`src/rtl/alu_pkg.sv`:
```
// rtl/alu_pkg.sv - shared state and op encodings for the ALU operand path
package alu_pkg;

    typedef enum logic [1:0] {
        LOAD_A  = 2'b00,
        LOAD_B  = 2'b01,
        LOAD_OP = 2'b10,
        SHOW    = 2'b11
    } ld_state_t;

    localparam logic [1:0] OP_ADD = 2'b00;
    localparam logic [1:0] OP_SUB = 2'b01;
    localparam logic [1:0] OP_OR  = 2'b10;
    localparam logic [1:0] OP_AND = 2'b11;

endpackage

```
`src/rtl/btn_rise_sync.sv`:
```
// rtl/btn_rise_sync.sv - button synchronizer with registered rising-edge pulse
module btn_rise_sync #(
    parameter int SYNC_STG = 2
) (
    input  logic clk,
    input  logic rst_n,
    input  logic raw,
    output logic pulse
);

    logic [SYNC_STG-1:0] sync;
    logic                prev;

    // pulse is registered so a held button gives exactly one cycle, re-arming once prev sees low
    always_ff @(posedge clk or negedge rst_n) begin
        if (!rst_n) begin
            sync  <= '0;
            prev  <= 1'b0;
            pulse <= 1'b0;
        end else begin
            sync  <= {sync[SYNC_STG-2:0], raw};
            prev  <= sync[SYNC_STG-1];
            pulse <= sync[SYNC_STG-1] & ~prev;
        end
    end

endmodule

```
`src/rtl/alu_operand_loader.sv`:
```
// rtl/alu_operand_loader.sv - steps operand A, operand B and op select in from switches
module alu_operand_loader
    import alu_pkg::*;
#(
    parameter int N        = 16,
    parameter int SYNC_STG = 2
) (
    input  logic         clk,
    input  logic         rst_n,
    input  logic [N-1:0] sw_data_i,
    input  logic [1:0]   sw_op_i,
    input  logic         btn_next_i,
    input  logic         btn_clr_i,
    output logic [N-1:0] a_o,
    output logic [N-1:0] b_o,
    output logic [1:0]   op_o,
    output logic         valid_o,
    output logic [1:0]   state_o
);

    ld_state_t state;
    ld_state_t next_state;
    logic      nxt;

    btn_rise_sync #(.SYNC_STG(SYNC_STG)) u_btn (
        .clk   (clk),
        .rst_n (rst_n),
        .raw   (btn_next_i),
        .pulse (nxt)
    );

    always_comb begin
        next_state = state;
        case (state)
            LOAD_A:  next_state = LOAD_B;
            LOAD_B:  next_state = LOAD_OP;
            LOAD_OP: next_state = SHOW;
            SHOW:    next_state = LOAD_A;
            default: next_state = LOAD_A;
        endcase
    end

    // clear takes priority and swallows a coincident nxt pulse
    always_ff @(posedge clk or negedge rst_n) begin
        if (!rst_n) begin
            state   <= LOAD_A;
            a_o     <= '0;
            b_o     <= '0;
            op_o    <= OP_ADD;
            valid_o <= 1'b0;
        end else if (btn_clr_i) begin
            state   <= LOAD_A;
            a_o     <= '0;
            b_o     <= '0;
            op_o    <= OP_ADD;
            valid_o <= 1'b0;
        end else if (nxt) begin
            state   <= next_state;
            valid_o <= (next_state == SHOW);
            case (state)
                LOAD_A:  a_o  <= sw_data_i;
                LOAD_B:  b_o  <= sw_data_i;
                LOAD_OP: op_o <= sw_op_i;
                default: ;
            endcase
        end
    end

    assign state_o = state;

endmodule

```
`config.mk`:
```
export PLATFORM = sky130hd
export DESIGN_NAME = alu_operand_loader
export DESIGN_NICKNAME = d
export VERILOG_FILES = /design/src/rtl/alu_pkg.sv /design/src/rtl/btn_rise_sync.sv /design/src/rtl/alu_operand_loader.sv
export SDC_FILE = /design/constraint.sdc
export NUM_CORES = 1
export LEC_CHECK = 0
export BUFFER_PORTS_ARGS = -buffer_cell sky130_fd_sc_hd__buf_2
export CAP_MARGIN = 40
export CORE_MARGIN = 10
export CORE_UTILIZATION = 50
export DETAILED_ROUTE_END_ITERATION = 10
export PLACE_DENSITY = 0.82
export SETUP_SLACK_MARGIN = 0.5
export SYNTH_ARGS = -nofsm -noshare
export SYNTH_HDL_FRONTEND = slang
export SYNTH_SLANG_ARGS = --single-unit
```
`constraint.sdc`:
```
create_clock -name clk -period 1.4 [get_ports clk]
set_input_delay 0.07 -clock clk [delete_from_list [all_inputs] [get_ports clk]]
set_output_delay 0.07 -clock clk [all_outputs]
set_load 0.1 [all_outputs]
```
### Yosys cells after proc, flatten, opt, wreduce, memory -nomap -nowiden

Cells that the tools add are included.

| operators by class | value |
|---|---|
| muxes and demuxes | 14 |
| bitwise gates (word level) | 2 |
| reduce and logical (&&, ||, !) cells | 8 |
| equality and inequality tests | 4 |

Operators by type and width:

| kind | number |
|---|---|
| two-way mux 16 bit | 6 |
| two-way mux 2 bit | 5 |
| one-hot mux 2 bit (4 select lines) | 1 |
| nonzero test 2 bit | 4 |
| == test 2 bit, second input constant | 3 |
| AND reduction 2 bit | 3 |
| == test 2 x 1 -> 1 bit, second input constant | 1 |
| logical NOT 2 bit | 1 |
| two-way mux 1 bit | 2 |
| AND 1 bit | 1 |
| NOT 1 bit | 1 |

| storage, ports and cells | value |
|---|---|
| register bits after elaboration | 41 |
| logic and storage cells | 36 |
| input bits | 22 |

### Depth between registers and ports, before layout

Gate-level depths: netlist (run 1).

| depth | value |
|---|---|
| word-level depth | 5 |
| gate-level depth with buffers | 6 |
| depth with buffers taken out | 4 |

### Hierarchy

Synthesis (run 1) repeated with hierarchy kept, for this count alone.

| second synthesis, totals | value |
|---|---|
| cell total of the unflattened synthesis | 154 |
| area, all modules | 1896.8 um^2 |

Modules (own cells, without submodules):

| module | cells each | area an instance (um^2) | seq. area each (um^2) | instances |
|---|---|---|---|---|
| alu_operand_loader | 149 | 1783.0 | 925.9 | 1 |
| btn_rise_sync | 5 | 113.9 | 100.1 | 1 |

### Worst setup path before layout (run 1)

No wires, ideal clock.

| timing path | value |
|---|---|
| path kind | register to register |
| start | register state[0] (netlist: state_o[0]) |
| end | register a_o[12] |
| buffers on the path | 1 |
| arrival time | 1.893 ns |
| setup slack | -0.619 ns |
| stages on the path, launching flop included | 6 |
| clock period less this slack | 2.019 ns |
| setup time | 0.125 ns |
| path through | dfrtp_1 -> inv_1 -> ha_1 -> and2_2 -> clkbuf_2 -> mux2i_1 |

| between the ends | value |
|---|---|
| cells in the longest elaborated chain, start to end | 3 |

Ends and longest elaborated chain:

| what | line | source |
|---|---|---|
| from (decl) | alu_operand_loader.sv:21 | `ld_state_t state;` |
| from (signal assigned) | alu_operand_loader.sv:58 | `state <= next_state;` |
| logical NOT 2 bit | alu_operand_loader.sv:60 | `case (state)` |
| nonzero test 2 bit (no source line) | n/a |  |
| AND reduction 2 bit (no source line) | n/a |  |
| to (signal assigned) | alu_operand_loader.sv:61 | `LOAD_A: a_o <= sw_data_i;` |
| to (decl) | alu_operand_loader.sv:14 | `output logic [N-1:0] a_o,` |

Every way passes these cells.
A chain may end at the register's enable or synchronous reset.

### Final worst setup path (run 1)

| timing path | value |
|---|---|
| start | register state[0] (netlist: state_o[0]) |
| end | register state[0] (netlist: state_o[0]) |

| between the ends | value |
|---|---|
| cells in the longest elaborated chain, start to end | 4 |
| elaborated cells between the ends (all ways) | 7 |
| those cells by class | eq/ne (3); mux (3); reduce/logical (1) |

Ends and longest elaborated chain:

| what | line | source |
|---|---|---|
| == test 2 bit (tied with other cells) | alu_operand_loader.sv:34 | `case (state)` |
| one-hot mux 2 bit (4 select lines) (*) | alu_operand_loader.sv:34 |  |
| two-way mux 2 bit (*) | alu_operand_loader.sv:57 | `end else if (nxt) begin` |
| two-way mux 2 bit (*) | alu_operand_loader.sv:51 | `end else if (btn_clr_i) begin` |

Mark *: on every way between the ends. The rest lies on a longest branch, timed or not. The select of a mux whose other input is x is not followed.

==> impl_metrics.env, run 1 <==
export IMPL_clock_fmax_mhz=786
export IMPL_netlist_area_um2=1910
export IMPL_synthArstFlopShare_pct=100
export IMPL_cts_tree="done"
export IMPL_hp_class="input port to flip-flop"
export IMPL_total_power_mw=2.72
export IMPL_worstSetupEndpointType="flip-flop"
export IMPL_synth_top_area_share_pct=53.7
export IMPL_viasPerCell=5.06
export IMPL_vias=1375
export IMPL_fin_crit_sh_pct=90.9
export IMPL_regArea_um2=1080
export IMPL_cts_root_buf="clkbuf_8"
export IMPL_numCtsBuffers=5
export IMPL_fp_dieArea_um2=6700
export IMPL_synth_edf_count=0
export IMPL_drv_slew=0
export IMPL_dieHeight_um=81.8
export IMPL_n_antenna_cell=0
export IMPL_grt_pass1_wl_mm=7.74
export IMPL_area_growth_pct=58.9
export IMPL_critPathKind="flip-flop to flip-flop"
export IMPL_avgRoutedWirePerCell_um=17.9
export IMPL_r2r_cells=4
export IMPL_crit_buf_inv=1
export IMPL_dr_pass1_iters=4
export IMPL_grt_max_degree=33
export IMPL_cp_arrival_ps=1470
export IMPL_drv_cap=0
export IMPL_timing_rr_end="state_o[0]$_DFFE_PN0P_"
export IMPL_timing_clock_skew_ps=8.10
export IMPL_gr_total_overflow=0
export IMPL_cp_depth=4
export IMPL_multiInputGateArea_um2=866
export IMPL_yosysSeqAreaShare_pct=53.7
export IMPL_crit_required_ps=1590
export IMPL_r2r_slack_ps=130
export IMPL_r2r_start="state_o[0]$_DFFE_PN0P_"
export IMPL_drive_above_1_share_pct=56.3
export IMPL_worstSetupStartpoint="state_o[0]$_DFFE_PN0P_"
export IMPL_ys_types=19
export IMPL_antenna_found_initial=0
export IMPL_drc=0
export IMPL_slew_headroom_pct=73.2
export IMPL_p_leak_nw=1.35
export IMPL_cpMaxStageDelayCell="dfrtp_4"
export IMPL_dp_hpwl_mm=3.04
export IMPL_ys_ff_latch=41
export IMPL_yosys_top_cells_area="dfrtp_1 (54%), mux2i_1 (18%), nand2b_1 (16%)"
export IMPL_setup_violations=0
export IMPL_grt_pass1_vias=1542
export IMPL_critical_path_max_stage_delay_ps=520
export IMPL_yosys_warnings=0
export IMPL_cts_sinks=41
export IMPL_clock_path_buffers=2
export IMPL_grt_usage_pct=15.1
export IMPL_crit_family="flip-flops"
export IMPL_start_kind="flip-flop"
export IMPL_port_buffers=58
export IMPL_drt_iter0_markers=75
export IMPL_cts_htree_levels=2
export IMPL_synth_nets=183
export IMPL_core_um2=3690
export IMPL_peakVddDrop_uv=792
export IMPL_die_x_um=81.8
export IMPL_critPathMaxFanout=5
export IMPL_io_pins=59
export IMPL_place_gp_congestion=0.737
export IMPL_yosysTopAreaCell="dfrtp_1"
export IMPL_clk_pin_slew_worst_paths_ps=80
export IMPL_hold_viol=0
export IMPL_synth_ff_type="dfrtp_1"
export IMPL_nFillCells=197
export IMPL_clk_latency_ps=290
export IMPL_min_period_ps=1270
export IMPL_cp_cell_sequence="inv_4 -> ha_2 -> nor2_1 -> a211oi_2"
export IMPL_synth_cells=156
export IMPL_outcome="complete, no violations"
export IMPL_finalWirelength_mm=4.86
export IMPL_rsz0062_at_grt="yes"
export IMPL_start_util_pct=51.8
export IMPL_powerDensity_nw_per_um2=895
export IMPL_synth_area_per_cell_um2=12.3
export IMPL_ant_nets=0
export IMPL_placed_cells=255
export IMPL_worstMarginPinSlew_ps=403
export IMPL_rows=22
export IMPL_layoutNonFillerInstCount=272
export IMPL_finalNetCount=251
export IMPL_endpoint="state_o[0]$_DFFE_PN0P_"
==> stage by stage <==
step	TNS [ps]	util (%)	hold slack [ps]	setup WS [ps]	cell area (µm²)
final	0	82.4	45.1	127	3040
after detailed placement	0	62.5	18.7	94.6	2310
after CTS	0	79.0	31.0	169	2910
after global routing	0	82.4	54.4	81.8	3040
after floorplan	-759	-	-226	-54.4	2000
after global placement	0	62.5	23.1	151	2310
==> cell families (layout without fill, tap and decap cells) <==
family                   count (synthesis)  count (layout)  share of synthesized area [%]
buffers and inverters                   12              79                           4.45
AND/OR/NAND/NOR                         59              60                           18.8
adder cells (fa/ha/maj)                  5               5                           3.27
multiplexers                            34              34                           17.8
flip-flops                              41              41                           53.7
AO/OA/AOI/OAI                            5               5                           1.96
==> metal layers <==
metal | share of wire [%] | GRT usage [%]
met3 | 7.0 | 4.37
met1 | 40 | 18.2
met2 | 51 | 24.7
met5 | 0 | 0
met4 | 2.6 | 6.80
==> synth_stat cells, types with 2 or more instances <==
cell      count
a21oi_1       2
mux2i_1      34
nand3_1       2
nand2b_1     48
buf_6         3
ha_1          5
nor2_1        4
clkbuf_1      5
a21bo_2       2
inv_1         2
dfrtp_1      41
==> what timing repair did <==
item,in CTS,in global routing
pin swaps,0,2
setup buffers,5,2
hold endpoints to repair,17,0
hold buffers,2,0
setup endpoints to repair,74,74
cloned,1,0
gates resized for setup,128,23
==> sequential cells by signal, summed over array words and instances, names as in the netlist <==
| signal | flops |
|---|---|
| u_btn.pulse | 1 |
| state_o | 2 |
| valid_o | 1 |
| u_btn.prev | 1 |
| op_o | 2 |
| b_o | 16 |
| a_o | 16 |
| u_btn.sync | 2 |
==> worst min-delay path: stages <==
cell      delay, ps
buf_2            90
nand2b_1         70
mux2i_1          70
==> power by group <==
part / leakage [nW] / switching (mW) / internal [mW]
sequential: 0.496 / 0.0504 / 1.23
combinational: 0.812 / 0.432 / 0.269
clock: 0.0412 / 0.388 / 0.345
total: 1.35 / 0.871 / 1.85
==> cell type report <==
type | count | share of cell area, %
flip-flops and latches | 41 | 35.5
repair buffers | 70 | 30.9
multi-input cells | 104 | 28.5
clock buffers | 6 | 2.39
well taps | 48 | 1.98
inverters | 2 | 0.412
clock inverters | 1 | 0.288
==> worst min path at each step <==
stage / startpoint / to / slack, ps / depth (start not counted)
after floorplan: rst_n / a_o[0]$_DFFE_PN0P_ / -230 / 0
after global placement: rst_n / b_o[12]$_DFFE_PN0P_ / 20 / 1
after detailed placement: rst_n / b_o[13]$_DFFE_PN0P_ / 20 / 1
after CTS: sw_op_i[0] / op_o[0]$_DFFE_PN0P_ / 30 / 3
after global routing: sw_op_i[0] / op_o[0]$_DFFE_PN0P_ / 50 / 3
final: sw_data_i[7] / b_o[7]$_DFFE_PN0P_ / 50 / 3
==> cell usage in the layout (no fill, tap or decap), types with 2 or more instances in the layout <==
master / instances
nand2b_1: 48
dfrtp_2: 36
buf_12: 36
mux2i_1: 34
buf_2: 21
buf_4: 8
clkbuf_8: 5
nor2_1: 4
and2_4: 3
ha_4: 3
buf_6: 3
dfrtp_1: 3
inv_4: 2
nand3_1: 2
a21bo_2: 2
a21oi_1: 2
nand2_4: 2
dlygate4sd3_1: 2
dfrtp_4: 2
(Power assumes the default switching activity.)
==> run 2, diff against run 1 <==
--- a/config.mk
+++ b/config.mk
@@ -7,8 +7,10 @@
 export LEC_CHECK = 0
 export BUFFER_PORTS_ARGS = -buffer_cell sky130_fd_sc_hd__buf_2
 export CAP_MARGIN = 40
+export CELL_PAD_IN_SITES_DETAIL_PLACEMENT = 0
+export CELL_PAD_IN_SITES_GLOBAL_PLACEMENT = 2
 export CORE_MARGIN = 10
-export CORE_UTILIZATION = 50
+export CORE_UTILIZATION = 32
 export DETAILED_ROUTE_END_ITERATION = 10
 export PLACE_DENSITY = 0.82
 export SETUP_SLACK_MARGIN = 0.5
==> impl_metrics.env, run 2 (synthesis gave the netlist of run 1 again) <==
export IMPL_cts_htree_levels=2
export IMPL_crit_required_ps=1610
export IMPL_port_buffers=58
export IMPL_cp_arrival_ps=1440
export IMPL_regArea_um2=1080
export IMPL_hold_start="sw_op_i[0]"
export IMPL_final_cell_mix="nand2b_1 (48), dfrtp_2 (36), mux2i_1 (34), buf_12 (34), buf_2 (21)"
export IMPL_slew_headroom_pct=70.4
export IMPL_clk_latency_ps=280
export IMPL_start_util_pct=32.7
export IMPL_grt_usage_pct=9.44
export IMPL_drt_iter0_markers=51
export IMPL_p_leak_nw=1.33
export IMPL_ant_nets=0
export IMPL_worstSetupEndpointType="flip-flop"
export IMPL_timing_rr_end="op_o[1]$_DFFE_PN0P_"
export IMPL_cts_sinks=41
export IMPL_viasPerCell=4.39
export IMPL_n_antenna_cell=0
export IMPL_cts_tree="done"
export IMPL_placed_cells=282
export IMPL_nFillCells=498
export IMPL_critPathKind="flip-flop to flip-flop"
export IMPL_vias=1314
export IMPL_finalNetCount=250
export IMPL_reg_top3="a_o (16), b_o (16)"
export IMPL_final_common_cell="nand2b_1"
export IMPL_total_power_mw=2.71
export IMPL_numCtsBuffers=5
export IMPL_avgRoutedWirePerCell_um=14.9
export IMPL_clock_path_buffers=2
export IMPL_area_growth_pct=60.3
export IMPL_place_gp_congestion=0.680
export IMPL_clock_fmax_mhz=814
export IMPL_setup_violations=0
export IMPL_grt_pass1_vias=1433
export IMPL_drc=0
export IMPL_dr_pass1_iters=3
export IMPL_layoutNonFillerInstCount=299
export IMPL_timing_clock_skew_ps=3.17
export IMPL_r2r_cells=4
export IMPL_r2r_start="state_o[1]$_DFFE_PN0P_"
export IMPL_hold_viol=0
export IMPL_powerDensity_nw_per_um2=884
export IMPL_hold_end="op_o[0]$_DFFE_PN0P_"
export IMPL_r2r_slack_ps=170
export IMPL_critical_path_max_stage_delay_ps=500
export IMPL_cp_cell_sequence="buf_4 -> ha_4 -> a21bo_2 -> a21oi_2"
export IMPL_cpMaxStageDelayCell="dfrtp_4"
export IMPL_cts_root_buf="clkbuf_8"
export IMPL_start_kind="flip-flop"
export IMPL_dieHeight_um=97.3
export IMPL_fp_dieArea_um2=9470
export IMPL_worstMarginPinSlew_ps=444
export IMPL_drive_above_1_share_pct=56.7
export IMPL_outcome="complete, no violations"
export IMPL_rows=28
export IMPL_whs_path_depth=3
export IMPL_multiInputGateArea_um2=880
export IMPL_drv_slew=0
export IMPL_finalWirelength_mm=4.46
export IMPL_grt_pass1_wl_mm=7.49
export IMPL_peakVddDrop_uv=461
export IMPL_grt_max_degree=54
export IMPL_gr_total_overflow=0
export IMPL_hp_class="input port to flip-flop"
export IMPL_fin_crit_sh_pct=87.7
export IMPL_critPathMaxFanout=5
export IMPL_io_pins=59
export IMPL_dp_hpwl_mm=3.06
export IMPL_min_period_ps=1230
export IMPL_antenna_found_initial=0
export IMPL_rsz0062_at_grt="yes"
export IMPL_drv_cap=0
export IMPL_clk_pin_slew_worst_paths_ps=70
export IMPL_core_um2=5850
export IMPL_die_x_um=97.3
## run 2: cell count changes in the layout (fill, tap and decap cells not counted), sizes merged
cell    before  now
buf         68   67
clkinv       1    2
## run 2: timing repair
item / CTS / global route
hold endpoints to repair: 18 / 0
cloned: 1 / 0
setup endpoints to repair: 74 / 74
hold buffers: 2 / 0
pin swaps: 2 / 1
resized for setup: 123 / 28
buffers inserted: 5 / 1
## run 2: worst max path at each step
stage | from | cells past startpoint | end | slack, ps
3_5_place_dp | state_o[1]$_DFFE_PN0P_ | 4 | b_o[10]$_DFFE_PN0P_ | 90
4_1_cts | state_o[1]$_DFFE_PN0P_ | 4 | b_o[3]$_DFFE_PN0P_ | 160
5_1_grt | state_o[1]$_DFFE_PN0P_ | 4 | b_o[5]$_DFFE_PN0P_ | 110
3_3_place_gp | state_o[0]$_DFFE_PN0P_ | 4 | a_o[13]$_DFFE_PN0P_ | 120
6_report | state_o[1]$_DFFE_PN0P_ | 4 | op_o[1]$_DFFE_PN0P_ | 170
2_1_floorplan | state_o[0]$_DFFE_PN0P_ | 5 | a_o[12]$_DFFE_PN0P_ | -50
## run 2: area by class of cell
class / instances / share of cell area (%)
Timing Repair Buffer: 69 / 29.8
Clock buffer: 6 / 2.37
Multi-Input combinational cell: 104 / 28.7
Sequential cell: 41 / 35.2
Clock inverter: 2 / 0.327
Tap cell: 75 / 3.06
Inverter: 2 / 0.490
## run 2: critical path, delay by kind of cell (launching register included)
kind	cells	cell delay, ps
AO/OA/AOI/OAI	2	320
adder cells (fa/ha/maj)	1	180
buffers and inverters	1	160
flip-flops	1	500
## run 2: metal layers
metal / share of wire (%) / vias to the layer above / GRT usage (%)
met4: 1.4 / 0 / 4.03
met2: 50 / 30 / 14.7
met5: 0 / - / 0
li1: - / 643 / -
met3: 5.6 / 5 / 3.41
met1: 43 / 636 / 11.5
## run 2: where the power goes
part	internal, mW	total, mW	switching (mW)
clock	0.345	0.726	0.381
combinational	0.272	0.700	0.429
sequential	1.23	1.28	0.0484
total	1.85	2.71	0.858
## run 2: metrics by stage
stage / setup TNS [ps] / hold WS [ps] / cell area, µm² / setup slack, ps / utilization [%]
6_report: 0 / 29.2 / 3060 / 172 / 52.4
5_1_grt: 0 / 40.7 / 3060 / 114 / 52.4
4_1_cts: 0 / 15.3 / 2930 / 157 / 50.1
3_5_place_dp: 0 / 39.4 / 2340 / 94.9 / 40.0
3_3_place_gp: 0 / 44.0 / 2340 / 123 / 40.0
2_1_floorplan: -759 / -226 / 2000 / -54.4 / -
